`config.mk`:
```
export PLATFORM = sky130hd
export DESIGN_NAME = cnn_result_display_flat
export DESIGN_NICKNAME = d
export VERILOG_FILES = /design/src/rtl/cnn_pkg.sv /design/src/rtl/cnn_result_display_if.sv /design/src/rtl/argmax_seq.sv /design/src/rtl/cnn_result_display.sv /design/src/flat_wrapper.sv
export SDC_FILE = /design/constraint.sdc
export NUM_CORES = 1
export LEC_CHECK = 0
export ABC_AREA = 1
export ABC_CLOCK_PERIOD_IN_PS = 3500
export CORE_ASPECT_RATIO = 1.1
export CORE_MARGIN = 10
export CORE_UTILIZATION = 56
export CTS_CLUSTER_SIZE = 40
export DETAILED_ROUTE_END_ITERATION = 16
export PLACE_DENSITY_LB_ADDON = 0.1
export SYNTH_ARGS = -nofsm -noshare
export SYNTH_HDL_FRONTEND = slang
export SYNTH_HIERARCHICAL = 1
export SYNTH_SLANG_ARGS = --single-unit
```
`constraint.sdc`:
```
create_clock -name clk -period 3.5 [get_ports clk]
set_clock_uncertainty 0.1 [all_clocks]
set_input_delay 0.525 -clock clk [delete_from_list [all_inputs] [get_ports clk]]
set_output_delay 0.525 -clock clk [all_outputs]
set_load 0.01 [all_outputs]
```
`src/rtl/cnn_pkg.sv`:
```
// Shared definitions for the CNN output stage: display modes, argmax FSM
// encoding and a width-agnostic score comparator.
package cnn_pkg;

    localparam logic [1:0] MODE_SCAN   = 2'd0;
    localparam logic [1:0] MODE_ARGMAX = 2'd1;
    localparam logic [1:0] MODE_SEL    = 2'd2;
    localparam logic [1:0] MODE_BLANK  = 2'd3;

    localparam int SCORE_MAX_W = 32;

    typedef enum logic [1:0] {
        ST_IDLE   = 2'd0,
        ST_SEARCH = 2'd1,
        ST_DONE   = 2'd2
    } argmax_state_e;

    // Flipping the sign bit maps two's-complement order onto unsigned order,
    // so a single unsigned compare serves both modes.
    function automatic logic score_gt(
        input logic [SCORE_MAX_W-1:0] a,
        input logic [SCORE_MAX_W-1:0] b,
        input int unsigned            w,
        input logic                   signed_cmp
    );
        logic [SCORE_MAX_W-1:0] bias;
        bias = signed_cmp ? (SCORE_MAX_W'(1) << (w - 1)) : '0;
        return (a ^ bias) > (b ^ bias);
    endfunction

endpackage

```
`src/rtl/cnn_result_display_if.sv`:
```
// Bus between the dense layer / board controls and the result display stage.
interface cnn_result_display_if #(
    parameter int N_CLASS = 7,
    parameter int DATA_W  = 8
);
    localparam int IDX_W = $clog2(N_CLASS);

    logic                      valid_i;
    logic [N_CLASS*DATA_W-1:0] data_i;
    logic [1:0]                mode_i;
    logic [IDX_W-1:0]          sel_i;
    logic [DATA_W-1:0]         led_o;
    logic [IDX_W-1:0]          class_o;
    logic                      class_valid_o;
    logic                      busy_o;

    modport master (
        output valid_i, data_i, mode_i, sel_i,
        input  led_o, class_o, class_valid_o, busy_o
    );

    modport slave (
        input  valid_i, data_i, mode_i, sel_i,
        output led_o, class_o, class_valid_o, busy_o
    );

endinterface

```
`src/rtl/argmax_seq.sv`:
```
// Captures a score vector and finds its argmax with one compare per cycle;
// a new capture always aborts and restarts the search.
module argmax_seq
    import cnn_pkg::*;
#(
    parameter  int N_CLASS    = 7,
    parameter  int DATA_W     = 8,
    parameter  int SIGNED_CMP = 1,
    localparam int IDX_W      = $clog2(N_CLASS)
) (
    input  logic                      clk,
    input  logic                      resetn,
    input  logic                      valid_i,
    input  logic [N_CLASS*DATA_W-1:0] data_i,
    output logic [N_CLASS*DATA_W-1:0] vec_o,
    output logic [IDX_W-1:0]          class_o,
    output logic                      class_valid_o,
    output logic                      busy_o
);

    localparam logic [IDX_W-1:0] LAST_IDX = IDX_W'(N_CLASS - 1);

    argmax_state_e             state_q;
    logic [N_CLASS*DATA_W-1:0] vec_q;
    logic [DATA_W-1:0]         best_val_q;
    logic [IDX_W-1:0]          best_idx_q;
    logic [IDX_W-1:0]          cmp_idx_q;
    logic [IDX_W-1:0]          class_q;
    logic                      class_valid_q;
    logic                      busy_q;

    logic [DATA_W-1:0]         cand;
    logic                      take;

    always_comb begin
        cand = '0;
        for (int k = 0; k < N_CLASS; k++) begin
            if (cmp_idx_q == IDX_W'(k)) begin
                cand = vec_q[k*DATA_W +: DATA_W];
            end
        end
    end

    // Strictly greater only, so ties keep the lowest index.
    assign take = score_gt(SCORE_MAX_W'(cand), SCORE_MAX_W'(best_val_q),
                           DATA_W, SIGNED_CMP != 0);

    always_ff @(posedge clk) begin
        if (!resetn) begin
            state_q       <= ST_IDLE;
            vec_q         <= '0;
            best_val_q    <= '0;
            best_idx_q    <= '0;
            cmp_idx_q     <= '0;
            class_q       <= '0;
            class_valid_q <= 1'b0;
            busy_q        <= 1'b0;
        end else if (valid_i) begin
            state_q       <= ST_SEARCH;
            vec_q         <= data_i;
            best_val_q    <= data_i[DATA_W-1:0];
            best_idx_q    <= '0;
            cmp_idx_q     <= IDX_W'(1);
            class_valid_q <= 1'b0;
            busy_q        <= 1'b1;
        end else begin
            case (state_q)
                ST_SEARCH: begin
                    if (take) begin
                        best_val_q <= cand;
                        best_idx_q <= cmp_idx_q;
                    end
                    cmp_idx_q <= cmp_idx_q + IDX_W'(1);
                    // The final compare's winner is published on the same edge.
                    if (cmp_idx_q == LAST_IDX) begin
                        class_q       <= take ? cmp_idx_q : best_idx_q;
                        class_valid_q <= 1'b1;
                        busy_q        <= 1'b0;
                        state_q       <= ST_DONE;
                    end
                end
                default: begin
                end
            endcase
        end
    end

    assign vec_o         = vec_q;
    assign class_o       = class_q;
    assign class_valid_o = class_valid_q;
    assign busy_o        = busy_q;

endmodule

```
`src/rtl/cnn_result_display.sv`:
```
// End-of-pipeline display stage: argmax search plus a registered LED mux
// offering timed scan, one-hot class, manual select and blank.
module cnn_result_display
    import cnn_pkg::*;
#(
    parameter int N_CLASS    = 7,
    parameter int DATA_W     = 8,
    parameter int DWELL      = 10000,
    parameter int SIGNED_CMP = 1
) (
    input logic                  clk,
    input logic                  resetn,
    cnn_result_display_if.slave  bus
);

    localparam int IDX_W   = $clog2(N_CLASS);
    localparam int DWELL_W = (DWELL > 1) ? $clog2(DWELL) : 1;
    localparam logic [DWELL_W-1:0] DWELL_LAST = DWELL_W'(DWELL - 1);
    localparam logic [IDX_W-1:0]   IDX_LAST   = IDX_W'(N_CLASS - 1);

    if (N_CLASS < 2 || N_CLASS > DATA_W) begin : g_bad_n_class
        $error("cnn_result_display: N_CLASS must be in 2..DATA_W");
    end
    if (DWELL < 1) begin : g_bad_dwell
        $error("cnn_result_display: DWELL must be >= 1");
    end
    if (DATA_W > SCORE_MAX_W) begin : g_bad_data_w
        $error("cnn_result_display: DATA_W exceeds comparator width");
    end

    logic [N_CLASS*DATA_W-1:0] vec;
    logic [IDX_W-1:0]          class_w;
    logic                      class_valid_w;
    logic                      busy_w;

    logic [1:0]                mode_q;
    logic [DWELL_W-1:0]        dwell_q, dwell_d;
    logic [IDX_W-1:0]          scan_idx_q, scan_idx_d;
    logic [DATA_W-1:0]         led_q, led_d;

    argmax_seq #(
        .N_CLASS    (N_CLASS),
        .DATA_W     (DATA_W),
        .SIGNED_CMP (SIGNED_CMP)
    ) u_argmax (
        .clk           (clk),
        .resetn        (resetn),
        .valid_i       (bus.valid_i),
        .data_i        (bus.data_i),
        .vec_o         (vec),
        .class_o       (class_w),
        .class_valid_o (class_valid_w),
        .busy_o        (busy_w)
    );

    function automatic logic [DATA_W-1:0] pick(
        input logic [N_CLASS*DATA_W-1:0] v,
        input logic [IDX_W-1:0]          idx
    );
        logic [DATA_W-1:0] r;
        r = '0;
        for (int k = 0; k < N_CLASS; k++) begin
            if (idx == IDX_W'(k)) begin
                r = v[k*DATA_W +: DATA_W];
            end
        end
        return r;
    endfunction

    // A new vector or any mode change restarts the scan from element 0.
    always_comb begin
        dwell_d    = dwell_q;
        scan_idx_d = scan_idx_q;
        if (bus.valid_i || (bus.mode_i != mode_q)) begin
            dwell_d    = '0;
            scan_idx_d = '0;
        end else if (dwell_q == DWELL_LAST) begin
            dwell_d    = '0;
            scan_idx_d = (scan_idx_q == IDX_LAST) ? '0 : scan_idx_q + IDX_W'(1);
        end else begin
            dwell_d    = dwell_q + DWELL_W'(1);
        end
    end

    always_comb begin
        led_d = '0;
        case (bus.mode_i)
            MODE_SCAN:   led_d = pick(vec, scan_idx_q);
            MODE_ARGMAX: led_d = class_valid_w ? (DATA_W'(1) << class_w) : '0;
            MODE_SEL:    led_d = pick(vec, bus.sel_i);
            default:     led_d = '0;
        endcase
    end

    always_ff @(posedge clk) begin
        if (!resetn) begin
            mode_q     <= MODE_SCAN;
            dwell_q    <= '0;
            scan_idx_q <= '0;
            led_q      <= '0;
        end else begin
            mode_q     <= bus.mode_i;
            dwell_q    <= dwell_d;
            scan_idx_q <= scan_idx_d;
            led_q      <= led_d;
        end
    end

    assign bus.led_o         = led_q;
    assign bus.class_o       = class_w;
    assign bus.class_valid_o = class_valid_w;
    assign bus.busy_o        = busy_w;

endmodule

```
`src/flat_wrapper.sv`:
```
// flat-port wrapper written by rule: the top's interface ports become plain ports
module cnn_result_display_flat import cnn_pkg::*;
#(
    parameter int N_CLASS    = 7,
    parameter int DATA_W     = 8,
    parameter int DWELL      = 10000,
    parameter int SIGNED_CMP = 1
)
  (clk, resetn, bus_valid_i, bus_data_i, bus_mode_i, bus_sel_i, bus_led_o, bus_class_o, bus_class_valid_o, bus_busy_o);
  cnn_result_display_if #(.N_CLASS(N_CLASS), .DATA_W(DATA_W)) bus_i ();
  input logic clk;
  input logic resetn;
  input wire logic [$bits(bus_i.valid_i)-1:0] bus_valid_i;
  input wire logic [$bits(bus_i.data_i)-1:0] bus_data_i;
  input wire logic [$bits(bus_i.mode_i)-1:0] bus_mode_i;
  input wire logic [$bits(bus_i.sel_i)-1:0] bus_sel_i;
  output wire logic [$bits(bus_i.led_o)-1:0] bus_led_o;
  output wire logic [$bits(bus_i.class_o)-1:0] bus_class_o;
  output wire logic [$bits(bus_i.class_valid_o)-1:0] bus_class_valid_o;
  output wire logic [$bits(bus_i.busy_o)-1:0] bus_busy_o;
  assign bus_i.valid_i = bus_valid_i;
  assign bus_i.data_i = bus_data_i;
  assign bus_i.mode_i = bus_mode_i;
  assign bus_i.sel_i = bus_sel_i;
  assign bus_led_o = bus_i.led_o;
  assign bus_class_o = bus_i.class_o;
  assign bus_class_valid_o = bus_i.class_valid_o;
  assign bus_busy_o = bus_i.busy_o;
  cnn_result_display #(.N_CLASS(N_CLASS), .DATA_W(DATA_W), .DWELL(DWELL), .SIGNED_CMP(SIGNED_CMP)) u_core (.clk(clk), .resetn(resetn), .bus(bus_i));
endmodule
```
==> results of run 1 <==
[worst max-delay path by stage]
stage | slack [ps] | to | start
final | 450 | u_core/u_argmax/best_val_q[6] | u_core/u_argmax/cmp_idx_q[1]
after floorplan | 750 | u_core/u_argmax/best_val_q[7] | u_core/u_argmax/cmp_idx_q[2]
after detailed placement | 230 | u_core/u_argmax/best_val_q[3] | u_core/u_argmax/cmp_idx_q[2]
after global routing | 30 | u_core/u_argmax/best_val_q[6] | u_core/u_argmax/cmp_idx_q[1]
after global placement | 340 | u_core/u_argmax/best_val_q[3] | u_core/u_argmax/cmp_idx_q[0]
after CTS | 200 | u_core/u_argmax/best_val_q[6] | u_core/u_argmax/cmp_idx_q[2]
[routing by layer]
metal / up-vias / track usage / part of all wire
met3: 32 / 0.0398 / 0.071
li1: 3300 / - / -
met1: 2805 / 0.314 / 0.46
met2: 200 / 0.378 / 0.45
met5: - / 0 / 0
met4: 0 / 0.0895 / 0.027
[registers in the layout, summed over array words and instances (netlist names)]
signal	count
u_core/bus.led_o	8
u_core/u_argmax/class_valid_o	1
u_core/scan_idx_q	3
u_core/mode_q	2
u_core/u_argmax/best_val_q	8
u_core/u_argmax/class_o	3
u_core/u_argmax/cmp_idx_q	3
u_core/u_argmax/best_idx_q	3
u_core/dwell_q	14
u_core/u_argmax/vec_o	56
u_core/u_argmax/state_q	1
[placed cells by master (no fill, tap or decap), drive strengths merged]
cell type,n
buf,10
clkdlybuf4s50,76
nor3b,2
clkbuf,9
o211ai,2
or2,8
a21o,1
nor2,201
dfxtp,102
ha,15
nor4,2
xor2,1
nor3,9
a21oi,64
a31oi,1
xnor2,1
nand2,234
nand3b,2
inv,145
clkinvlp,1
o22ai,1
clkinv,3
a21boi,1
a211oi,4
o21a,4
nand4,16
o21ai,76
nand3,83
[synth_stat cells (2+ instances only)]
| master | count | area [µm²] |
|---|---|---|
| or2_2 | 6 | 37.5 |
| a21oi_2 | 3 | 26.3 |
| nor2_2 | 3 | 18.8 |
| dfxtp_1 | 102 | 2040 |
| o21ai_0 | 76 | 380 |
| clkbuf_1 | 15 | 56.3 |
| buf_4 | 5 | 37.5 |
| ha_1 | 15 | 188 |
| nor4_1 | 2 | 12.5 |
| inv_2 | 6 | 22.5 |
| nand3b_1 | 2 | 15.0 |
| a211oi_1 | 4 | 30.0 |
| inv_1 | 135 | 507 |
| nand4_1 | 16 | 100 |
| nand2_1 | 232 | 871 |
| buf_2 | 10 | 50.1 |
| a21oi_1 | 61 | 305 |
| o21a_1 | 4 | 30.0 |
| nor3_1 | 6 | 30.0 |
| nor2_1 | 197 | 739 |
| nor3_2 | 2 | 20.0 |
| o211ai_1 | 2 | 15.0 |
| or2_0 | 2 | 12.5 |
| buf_6 | 8 | 90.1 |
| nand3_1 | 81 | 405 |
[cells by family (layout without fill, tap and decap cells)]
| kind of cell | after synthesis | after routing | share of synthesized area |
|---|---|---|---|
| simple gates | 557 | 557 | 0.381 |
| buf+inv | 181 | 244 | 0.125 |
| compound gates | 154 | 154 | 0.132 |
| xor+xnor | 2 | 2 | 0.00283 |
| flops | 102 | 102 | 0.330 |
| fa+ha+maj | 15 | 15 | 0.0303 |
[power groups by stage]
stage                     Sequential, mW  Clock (mW)  Combinational, mW
final                               1.31       0.993              0.486
after global routing                1.31        1.05              0.556
after CTS                           1.30        1.01              0.479
after detailed placement            1.33           0              0.476
after global placement              1.33           0              0.474
after floorplan                     1.29           0              0.309
[worst register-to-register path, stage by stage, from the launching register on]
cell	delay (ps)
dfxtp_1	420
ha_1	210
ha_2	290
inv_2	100
o21ai_0	100
inv_1	60
nand2_1	60
nand2_1	60
nand2_1	60
nand2_1	50
nand2_1	100
inv_1	50
ha_1	290
nand2_1	60
a21oi_1	120
nor2_1	50
nand2_1	90
nand3_2	130
nor2_2	170
inv_1	140
nor2_1	130
nor2_1	50
nor2_1	80
[per-stage QoR]
step / setup slack, ps / instance area, µm²
after floorplan: 750 / 6190
after global placement: 344 / 6970
after detailed placement: 235 / 6970
after CTS: 200 / 7270
after global routing: 28.0 / 7300
final: 447 / 7300
[area by class of cell]
type | instances | area (µm²) | area share
Clock buffer | 9 | 225 | 0.0309
Clock inverter | 7 | 75.1 | 0.0103
Inverter | 142 | 533 | 0.0730
Multi-Input combinational cell | 728 | 3400 | 0.466
Sequential cell | 102 | 2040 | 0.280
Tap cell | 147 | 184 | 0.0252
Timing Repair Buffer | 86 | 836 | 0.115
[timing repair]
action | 4_1_cts | 5_1_grt
setup endpoints to repair | 0 | 11
setup buffers | 0 | 0
resized for setup | 0 | 12
==> out/qor.yml, run 1 <==
status: "finished clean"
final-setup-viol-count: 0
worstSetupPathType: "reg2reg"
synth_edf_count: 0
r2r_setup_slack_ps: 450
critPathRequiredTime_ps: 3690
dp.cells: 1205
maxSlewHeadroom: 0.488
areaGrowthSynthToFinish_pct: 18.0
tns_ps: 0
stdcell_count: 1221
finalPower_mw: 2.79
diodes: 0
hold_buffers: 0
worst_path_max_delay_cell: "dfxtp_1"
critical-path-top-delay-family: "simple AND/OR/NAND/NOR gates"
holdPathEnd: "u_core/u_argmax/best_idx_q[2]"
htreeDepth: 3
pin_count: 77
cts.sinks: 102
drt-initial-drc-count: 593
drc: 0
routed-via-count: 6337
ys_ff_latch: 102
grt_pass1_vias: 5752
synth_seq_area_share: 0.330
max_freq_mhz: 328
die_height_um: 130
utilization: 0.672
dieArea_um2: 15700
p_leak_nw: 3.39
synth_cells: 1011
slew_violations: 0
maxCapViolCount: 0
clk_latency_ps: 360
cts_buffer_depth: 2
sw_frac_of_total: 0.304
grt_pass1_wl_mm: 29.6
postSynthAreaPerCell_um2: 6.12
fin_crit_sh: 0.872
crit_chain: "ha_1, ha_2, inv_2, o21ai_0, inv_1, nand2_1, nand2_1, nand2_1, nand2_1, nand2_1, inv_1, ha_1, nand2_1, a21oi_1, nor2_1, nand2_1, nand3_2, nor2_2, inv_1, nor2_1, nor2_1, nor2_1"
regToRegEndpoint: "u_core/u_argmax/best_val_q[6]"
hold_class: "reg2reg"
root_buffer: "clkbuf_16"
core-area_um2: 10900
ys.flop_type: "dfxtp_1"
period_minus_slack_ps: 3050
start_kind: "register"
drive_gt1_frac: 0.0587
grt-ovfl-total: 0
synth_nets: 1090
detail_route.wl_per_cell_um: 15.2
initial_core_util: 0.570
port_buffers: 76
nNetsFinal: 1148
hold_viol_final: 0
min_from: "u_core/u_argmax/best_idx_q[2]"
cpMostUsedCell: "nand2_1"
whs_ps: 349
viasPerCell: 5.19
whs_path_depth: 2
crit_path_end_kind: "register"
ant_nets: 0
syn_area_um2: 6190
rows: 40
synth_cell_types: 41
gp_congestion: 1.01
cp.depth: 22
tightest_slew_ps: 763
clk_pin_slew_ps: 70
p_sw_mw: 0.848
wirelength_mm: 18.6
cp.arrival_ps: 3250
fillers: 1066
dr.pass1.iters: 5
reg2reg_depth: 22
async_reset_ff_frac: 0
path_buf_inv: 4
antenna_found_initial: 0
die_width_um: 120
cts_tree: "done"
rsz0062_at_grt: "no"
crit_fanout: 9
pwr-share-seq: 0.469
internal-power_mw: 1.94
power_per_cell_area_nw_per_um2: 382
yosys_warnings: 6
cts_buffers: 9
r2r_start: "u_core/u_argmax/cmp_idx_q[1]"
grt_max_degree: 54
cpPeakStageDelay_ps: 420
hpwl_mm: 14.2
pwr-share-comb: 0.174
p_clk_frac: 0.356
track_usage: 0.236
max-vdd-ir-drop_mv: 0.327
(Power assumes the default switching activity.)
==> inputs of run 2 (changes only) <==
--- a/config.mk
+++ b/config.mk
@@ -6,7 +6,6 @@
 export NUM_CORES = 1
 export LEC_CHECK = 0
 export ABC_AREA = 1
-export ABC_CLOCK_PERIOD_IN_PS = 3500
 export CORE_ASPECT_RATIO = 1.1
 export CORE_MARGIN = 10
 export CORE_UTILIZATION = 56
==> results of run 2 <==
Same layout as run 1: the final DEF is identical, and so are final timing and power.
==> inputs of run 3 (changes only) <==
--- a/config.mk
+++ b/config.mk
@@ -11,6 +11,7 @@
 export CORE_UTILIZATION = 56
 export CTS_CLUSTER_SIZE = 40
 export DETAILED_ROUTE_END_ITERATION = 16
+export GPL_TIMING_DRIVEN = 0
 export PLACE_DENSITY_LB_ADDON = 0.1
 export SYNTH_ARGS = -nofsm -noshare
 export SYNTH_HDL_FRONTEND = slang
==> out/qor.yml, run 3 (synthesis results as in run 1) <==
status: "finished clean"
clk_pin_slew_ps: 70
dieArea_um2: 15700
grt_pass1_wl_mm: 30.0
internal-power_mw: 1.96
utilization: 0.682
grt_pass1_vias: 6045
r2r_start: "u_core/u_argmax/cmp_idx_q[1]"
drc: 0
track_usage: 0.241
wirelength_mm: 18.7
cts_buffer_depth: 2
cts_tree: "done"
pin_count: 77
start_kind: "register"
cts.sinks: 102
crit_start: "u_core/u_argmax/cmp_idx_q[1]"
period_minus_slack_ps: 3060
pwr-share-seq: 0.469
final-setup-viol-count: 0
areaGrowthSynthToFinish_pct: 19.7
routed-via-count: 6529
dr.pass1.iters: 5
pwr-share-comb: 0.175
detail_route.wl_per_cell_um: 15.0
final_area_um2: 7410
final_cell_mix: "nand2_1 (232), nor2_1 (195), inv_1 (134)"
die_width_um: 120
fin_crit_sh: 0.874
maxCapViolCount: 0
cts_buffers: 9
p_leak_nw: 3.45
grt-ovfl-total: 0
port_buffers: 73
finalPower_mw: 2.78
reg2reg_depth: 23
viasPerCell: 5.24
tns_ps: 0
clk_latency_ps: 360
antenna_found_initial: 0
diodes: 0
sw_frac_of_total: 0.296
gp_congestion: 0.976
hold_viol_final: 0
hpwl_mm: 14.6
htreeDepth: 3
regToRegEndpoint: "u_core/u_argmax/best_val_q[7]"
nNetsFinal: 1174
drt-initial-drc-count: 616
p_sw_mw: 0.821
r2r_setup_slack_ps: 440
initial_core_util: 0.570
worstSetupPathType: "reg2reg"
drive_gt1_frac: 0.0655
max-vdd-ir-drop_mv: 0.239
rsz0062_at_grt: "no"
p_clk_frac: 0.356
max_freq_mhz: 327
maxSlewHeadroom: 0.606
die_height_um: 130
cp.arrival_ps: 3250
slew_violations: 0
root_buffer: "clkbuf_16"
tightest_slew_ps: 585
rows: 40
whs_ps: 350
grt_max_degree: 18
place_area_um2: 7100
ant_nets: 0
largest_register_ff_count: 56
power_per_cell_area_nw_per_um2: 375
crit_end: "u_core/u_argmax/best_val_q[7]"
final_common_cell: "nand2_1"
critPathRequiredTime_ps: 3690
core-area_um2: 10900
hold_class: "reg2reg"
crit_path_end_kind: "register"
crit_fanout: 10
-- run 3: cell types whose count changed in the layout (fill, tap and decap cells not counted), sizes merged --
cell / delta
clkdlybuf4s50: -3
clkbuf: +17
buf: +14
clkinvlp: +2
inv: -4
-- run 3: power groups by stage --
stage	combinational (mW)	clock (mW)	sequential [mW]
after floorplan	0.309	0	1.29
after global placement	0.475	0	1.33
after detailed placement	0.480	0	1.32
after CTS	0.483	0.997	1.30
after global routing	0.555	1.04	1.31
final	0.488	0.988	1.30
-- run 3: metrics by stage --
stage | std cells | worst slack, ps
5_1_grt | 1247 | 61.0
2_1_floorplan | 1011 | 750
3_3_place_gp | 1231 | 348
6_report | 1247 | 440
3_5_place_dp | 1231 | 332
4_1_cts | 1247 | 307
-- run 3: worst max-delay path, cell delays in order, from the launching register on --
cell	delay, ps
dfxtp_2	350
inv_1	90
ha_1	270
inv_2	120
nor2_2	240
nand2_1	80
nand3_1	100
nand3_1	70
nand2_1	80
nand2_1	60
a21oi_2	180
ha_1	270
nand2_1	70
nand2_1	40
nand2_1	50
nand2_1	40
nand2_1	50
nand2_1	60
nand3_1	120
buf_2	230
nand3_1	90
nand2_1	60
inv_1	40
a21oi_1	120
-- run 3: cell type report --
class | count | area [µm²]
well taps | 147 | 184
clock buffers | 11 | 253
flip-flops and latches | 102 | 2050
clock inverters | 5 | 41.3
inverters | 142 | 537
fillers | 1044 | 3450
multi-input cells | 728 | 3380
repair buffers | 73 | 731
plain buffers | 39 | 238
-- run 3: worst min-delay path by stage --
stage          slack, ps                       endpoint  cells past startpoint                     startpoint
6_report             350  u_core/u_argmax/best_idx_q[2]                      2  u_core/u_argmax/best_idx_q[2]
3_3_place_gp         330              u_core/dwell_q[0]                      1              u_core/dwell_q[0]
4_1_cts              350  u_core/u_argmax/best_idx_q[2]                      2  u_core/u_argmax/best_idx_q[2]
5_1_grt              370  u_core/u_argmax/best_idx_q[0]                      2  u_core/u_argmax/best_idx_q[0]
3_5_place_dp         340              u_core/dwell_q[0]                      1              u_core/dwell_q[0]
2_1_floorplan        320              u_core/dwell_q[0]                      1              u_core/dwell_q[0]
-- run 3: what timing repair did --
action	CTS	global route
endpoints found under the hold margin	0	0
setup buffers	0	0
resized for setup	0	6
hold buffers	0	0
setup endpoints to repair	0	8
-- run 3: metal layers --
layer	track usage	share of wire
met2	0.393	0.45
met1	0.306	0.43
met4	0.119	0.038
met3	0.0359	0.076
met5	0	0
